<file path="config.mk">
export PLATFORM = sky130hd
export DESIGN_NAME = urna_controle
export DESIGN_NICKNAME = d
export VERILOG_FILES = /design/src/rtl/urna_controle.sv
export SDC_FILE = /design/constraint.sdc
export NUM_CORES = 1
export LEC_CHECK = 0
export CORE_MARGIN = 5
export CORE_UTILIZATION = 25
export CTS_CLUSTER_DIAMETER = 120
export DETAILED_ROUTE_END_ITERATION = 16
export SLEW_MARGIN = 40
export SYNTH_ARGS = -nofsm -noshare
export SYNTH_HDL_FRONTEND = slang
export SYNTH_SLANG_ARGS = --single-unit
</file>
<file path="constraint.sdc">
create_clock -name clock -period 2.9 [get_ports clock]
set_input_delay 0.435 -clock clock [delete_from_list [all_inputs] [get_ports clock]]
set_output_delay 0.435 -clock clock [all_outputs]
set_load 0.05 [all_outputs]
</file>
<file path="src/rtl/urna_controle.sv">
// Voting-machine session controller: collects two-digit codes, owns the vote
// counters and cycles the results pages on a fixed dwell timer.
module urna_controle #(
    parameter int unsigned HOLD_CYCLES = 50_000_000,
    parameter int unsigned MAX_VOTOS   = 255,
    parameter int unsigned COD_C1      = 13,
    parameter int unsigned COD_C2      = 22
) (
    input  logic       clock,
    input  logic       reset,
    input  logic       start,
    input  logic       finish,
    input  logic       digit_valid,
    input  logic [3:0] digit,
    input  logic       confirma,
    input  logic       corrige,
    output logic [7:0] c1,
    output logic [7:0] c2,
    output logic [7:0] nulo,
    output logic [3:0] d1,
    output logic [3:0] d2,
    output logic       vote_ack,
    output logic [1:0] sel,
    output logic       avanca,
    output logic [2:0] estado
);

    localparam int unsigned CW    = 8;
    localparam int unsigned DIGW  = 4;
    localparam int unsigned CODEW = 7;
    localparam int unsigned DW    = (HOLD_CYCLES > 1) ? $clog2(HOLD_CYCLES) : 1;

    localparam logic [DIGW-1:0] BLANK = 4'd15;

    typedef enum logic [2:0] {
        S_IDLE   = 3'd0,
        S_DIG1   = 3'd1,
        S_DIG2   = 3'd2,
        S_CONF   = 3'd3,
        S_RESULT = 3'd4
    } state_t;

    state_t          state_q, state_d;
    logic [CW-1:0]   c1_q, c1_d, c2_q, c2_d, nulo_q, nulo_d;
    logic [DIGW-1:0] d1_q, d1_d, d2_q, d2_d;
    logic            vote_ack_q, vote_ack_d;
    logic [1:0]      sel_q, sel_d;
    logic            avanca_q, avanca_d;
    logic [DW-1:0]   dwell_q, dwell_d;

    logic             digit_ok_c;
    logic [CODEW-1:0] code_c;

    assign digit_ok_c = digit_valid && (digit <= 4'd9);
    assign code_c     = CODEW'(d1_q) * CODEW'(10) + CODEW'(d2_q);

    function automatic logic [CW-1:0] sat_inc(input logic [CW-1:0] v);
        return (v == CW'(MAX_VOTOS)) ? v : v + CW'(1);
    endfunction

    // State register and registered outputs
    always_ff @(posedge clock or posedge reset) begin
        if (reset) begin
            state_q    <= S_IDLE;
            c1_q       <= '0;
            c2_q       <= '0;
            nulo_q     <= '0;
            d1_q       <= BLANK;
            d2_q       <= BLANK;
            vote_ack_q <= 1'b0;
            sel_q      <= 2'd0;
            avanca_q   <= 1'b0;
            dwell_q    <= '0;
        end else begin
            state_q    <= state_d;
            c1_q       <= c1_d;
            c2_q       <= c2_d;
            nulo_q     <= nulo_d;
            d1_q       <= d1_d;
            d2_q       <= d2_d;
            vote_ack_q <= vote_ack_d;
            sel_q      <= sel_d;
            avanca_q   <= avanca_d;
            dwell_q    <= dwell_d;
        end
    end

    // Next-state logic; start outranks everything, finish is only honoured in DIG1
    always_comb begin
        state_d = state_q;
        if (start) begin
            state_d = S_DIG1;
        end else begin
            unique case (state_q)
                S_DIG1: begin
                    if (finish)          state_d = S_RESULT;
                    else if (corrige)    state_d = S_DIG1;
                    else if (digit_ok_c) state_d = S_DIG2;
                end
                S_DIG2: begin
                    if (corrige)         state_d = S_DIG1;
                    else if (digit_ok_c) state_d = S_CONF;
                end
                S_CONF: begin
                    if (corrige || confirma) state_d = S_DIG1;
                end
                default: state_d = state_q;
            endcase
        end
    end

    // Datapath / output next values
    always_comb begin
        c1_d       = c1_q;
        c2_d       = c2_q;
        nulo_d     = nulo_q;
        d1_d       = d1_q;
        d2_d       = d2_q;
        vote_ack_d = 1'b0;
        sel_d      = sel_q;
        avanca_d   = 1'b0;
        dwell_d    = dwell_q;
        if (start) begin
            c1_d    = '0;
            c2_d    = '0;
            nulo_d  = '0;
            d1_d    = BLANK;
            d2_d    = BLANK;
            sel_d   = 2'd0;
            dwell_d = '0;
        end else begin
            unique case (state_q)
                S_DIG1: begin
                    if (finish) begin
                        sel_d    = 2'd0;
                        dwell_d  = '0;
                        avanca_d = 1'b1;
                    end else if (corrige) begin
                        d1_d = BLANK;
                        d2_d = BLANK;
                    end else if (digit_ok_c) begin
                        d1_d = digit;
                    end
                end
                S_DIG2: begin
                    if (corrige) begin
                        d1_d = BLANK;
                        d2_d = BLANK;
                    end else if (digit_ok_c) begin
                        d2_d = digit;
                    end
                end
                S_CONF: begin
                    if (corrige) begin
                        d1_d = BLANK;
                        d2_d = BLANK;
                    end else if (confirma) begin
                        if (code_c == CODEW'(COD_C1))      c1_d   = sat_inc(c1_q);
                        else if (code_c == CODEW'(COD_C2)) c2_d   = sat_inc(c2_q);
                        else                               nulo_d = sat_inc(nulo_q);
                        d1_d       = BLANK;
                        d2_d       = BLANK;
                        vote_ack_d = 1'b1;
                    end
                end
                S_RESULT: begin
                    if (finish) begin
                        sel_d    = 2'd0;
                        dwell_d  = '0;
                        avanca_d = 1'b1;
                    end else if (dwell_q == DW'(HOLD_CYCLES - 1)) begin
                        dwell_d  = '0;
                        sel_d    = (sel_q == 2'd2) ? 2'd0 : sel_q + 2'd1;
                        avanca_d = 1'b1;
                    end else begin
                        dwell_d = dwell_q + DW'(1);
                    end
                end
                default: ;
            endcase
        end
    end

    assign c1       = c1_q;
    assign c2       = c2_q;
    assign nulo     = nulo_q;
    assign d1       = d1_q;
    assign d2       = d2_q;
    assign vote_ack = vote_ack_q;
    assign sel      = sel_q;
    assign avanca   = avanca_q;
    assign estado   = state_q;

endmodule

</file>
==> results.md <==
- Crit. End Element: flip-flop
- Flops & latches, synth: 65
- Final setup viols: 16
- Final core occ: 35.6%
- Dpl cells: 705
- Seq/Total Area, Yosys: 40.8%
- RSZ-0062 raised after global routing: yes
- Kind of cell adding the most delay to the critical path: simple AND/OR/NAND/NOR gates
- Initial antenna violation count: 0
- DRT antenna net count: 0
- Fmax: 327 MHz
- First-pass GRT wire length: 19100 µm
- Crit path cell chain: ha_4 > ha_4 > inv_2 > fa_2 > xor2_1 > or4b_4 > buf_4 > a211o_4 > or4_1 > a21oi_1
- Port bufs: 49
- Fin crit period: 3060 ps
- Skew-Pair Late Insertion Delay: 340 ps
- CTS Buf Count: 9
- Total number of vias: 3787
- Final Cycle Share: 105%
- Die Y: 137 µm
- Worst path bufs/invs: 2
- Gr usage total: 12.8%
- Most frequent cells in the layout: 57 x dfrtp_1, 49 x clkdlybuf4s50_1, 33 x nor2_1
- Row cnt: 46
- Crit path max fanout: 4
- Leakage dissipation: 0.00219 µW
- Outcome: finished, violations left
- Ports: 50
- TritonCTS Sinks: 65
- Final std cells w/o fill: 726
- Max incr delay on CP: 630 ps
- Rel. slew slack: 56.0%
- # Max-Cap Violations: 0
- Crit start category: flip-flop
- P&R area growth vs syn: 40.5%
- Vias in the first global route: 3820
- TritonCTS clock tree: built
- Commonest non-fill, non-tap cell in the layout: dfrtp_1
- Peak VDD IR: 0.000308 V
- Worst-margin pin slew: 658 ps
- Initial Util: 25.3%
- Clk root buf: clkbuf_16
- DRT Pass-1 Iters: 4
- Power density cells: 492 mW/mm²
- Diode count: 0
- Largest net degree at the start of global routing: 32
- Number of enable flip-flop cells after synthesis: 0
- Slowest stage cell, crit path: dfstp_4
- Setup CP Type: flip-flop to flip-flop
- Via density: 5.22
- Final worst slack: -158 ps
- Min-Delay Path Class: primary input to asynchronous set/reset pin
- Net count, final: 528
- Failing checks: negative setup slack
- Syn_area_per_cell: 9.23 µm²
- Syn_nets: 457
- Die ar.: 0.0187 mm²
- Total wire length: 11700 µm
- Async set-reset flop share out of synthesis: 100%
- Routed WL per cell: 16.1 µm
- Slew Viols, Final: 0
- Syn Std Cell Area: 0.00401 mm²
- Layout cell share with drive strength beyond 1: 20.8%
- Pre-CTS WS: -181 ps
- Core Region: 0.0158 mm²
- DRC: 0
- Die extent in x: 137 µm
- YS warnings: 0
- Final hold viol count: 0
- Clock Path Buffers: 2
- Worst path arrival time: 3320 ps
- Reg clk slew, reported paths: 60 ps
- Ys flop type: dfrtp_1
- Distinct cells, synth: 55
- Mapped Cells: 434
- Setup Skew: 7.13 ps
- CTS H-tree depth: 3
- Detail Placement HPWL: 8050 µm
- Total grt overflow: 0
- Initial DRC count: 173
- GP Congestion: 0.835
- CP most frequent cell: ha_4
- WP data required: 3160 ps
-- flip-flops by register name, indices dropped and copies added (netlist names) --
register  count
d2            4
c2            8
dwell_q      26
sel           2
estado        3
avanca        1
vote_ack      1
c1            8
d1            4
nulo          8
-- worst register-to-register path: stages, from the launching register on --
cell and delay [ps]:
dfstp_4 630, ha_4 140, ha_4 120, inv_2 30
fa_2 360, xor2_1 180, or4b_4 500, buf_4 160
a211o_4 330, or4_1 390, a21oi_1 130
-- cell families after synthesis --
family                     share of synthesized area (%)
and+or+nand+nor                                     25.4
DFF                                                 40.8
buffers and inverters                               3.59
adders and majority gates                           4.12
xor gates and xnor gates                            1.87
muxes                                               6.81
AOI/OAI and AO/OA                                   17.4
-- cells in the mapped netlist, types with 5 or more instances --
cell type / n / area share, %
nand4_1: 14 / 2.2
and4_1: 7 / 1.5
nor2_1: 33 / 3.1
a2111oi_0: 5 / 1.1
nor4_1: 7 / 1.1
nor2b_1: 15 / 2.3
mux2i_1: 7 / 1.7
mux2_2: 7 / 2.0
mux2_1: 11 / 3.1
dfrtp_1: 57 / 36
ha_1: 10 / 3.1
nand2_1: 23 / 2.2
and2_1: 5 / 0.78
o31ai_1: 15 / 2.8
inv_1: 16 / 1.5
and3_1: 9 / 1.4
a21oi_1: 26 / 3.2
nand2b_1: 8 / 1.2
a31oi_1: 12 / 1.9
clkbuf_1: 18 / 1.7
a22o_1: 5 / 1.1
xor2_1: 6 / 1.3
dfstp_2: 8 / 5.2
or4_1: 14 / 2.6
nand3_1: 27 / 3.4
or3_1: 7 / 1.1
o21ai_0: 10 / 1.2
-- cell type report --
class | count | area (µm²)
Inverter | 17 | 63.8
Timing Repair Buffer | 79 | 748
Tap cell | 216 | 270
Multi-Input combinational cell | 333 | 2590
Clock buffer | 14 | 274
Fill cell | 1593 | 10200
Clock inverter | 2 | 35.0
Sequential cell | 65 | 1650
-- routing by layer --
layer	GRT usage, %	share of wire (%)	wire, µm	up-vias
li1	-	-	-	1781
met1	15.2	42	4930	1863
met2	21.0	49	5730	113
met3	4.93	6.3	735	30
met4	4.65	2.7	316	0
met5	0	0	0	-
-- path summary, 6_finish.rpt --
kind / startpoint / cells past startpoint / slack (ps) / to
min in group clock: dwell_q[15]$_DFFE_PP0P_ / 1 / 480 / dwell_q[15]$_DFFE_PP0P_
hold / removal: reset / 2 / 370 / dwell_q[5]$_DFFE_PP0P_
max in group asynchronous: reset / 3 / 1870 / c1[2]$_DFFE_PP0P_
setup / recovery: d1[3]$_DFFE_PP1P_ / 10 / -160 / c1[4]$_DFFE_PP0P_
hold reg to reg: dwell_q[15]$_DFFE_PP0P_ / 1 / 480 / dwell_q[15]$_DFFE_PP0P_
setup reg to reg: d1[3]$_DFFE_PP1P_ / 10 / -160 / c1[4]$_DFFE_PP0P_
-- through the flow --
| stage | hold slack (ps) | setup TNS, ps | area (µm²) | power, µW |
|---|---|---|---|---|
| after floorplan | 443 | -2040 | 4120 | 1310 |
| after global placement | 477 | -1100 | 5030 | 1500 |
| after detailed placement | 483 | -2170 | 5030 | 1510 |
| after CTS | 371 | -1750 | 5500 | 2730 |
| after global routing | 395 | -3700 | 5630 | 2910 |
| final | 372 | -1590 | 5630 | 2770 |
-- power by group --
group / switching [µW] / internal, µW / leakage [µW]
clock: 401 / 735 / 0.000153
combinational: 396 / 291 / 0.00116
sequential: 22.2 / 926 / 0.000876
-- what timing repair did --
item	4_1_cts	5_1_grt
resized for setup	18	24
hold buffers	0	0
pin swaps	5	7
setup buffers	3	1
endpoints found under the setup margin	19	24
cloned	1	1
(Power assumes the default switching activity.)
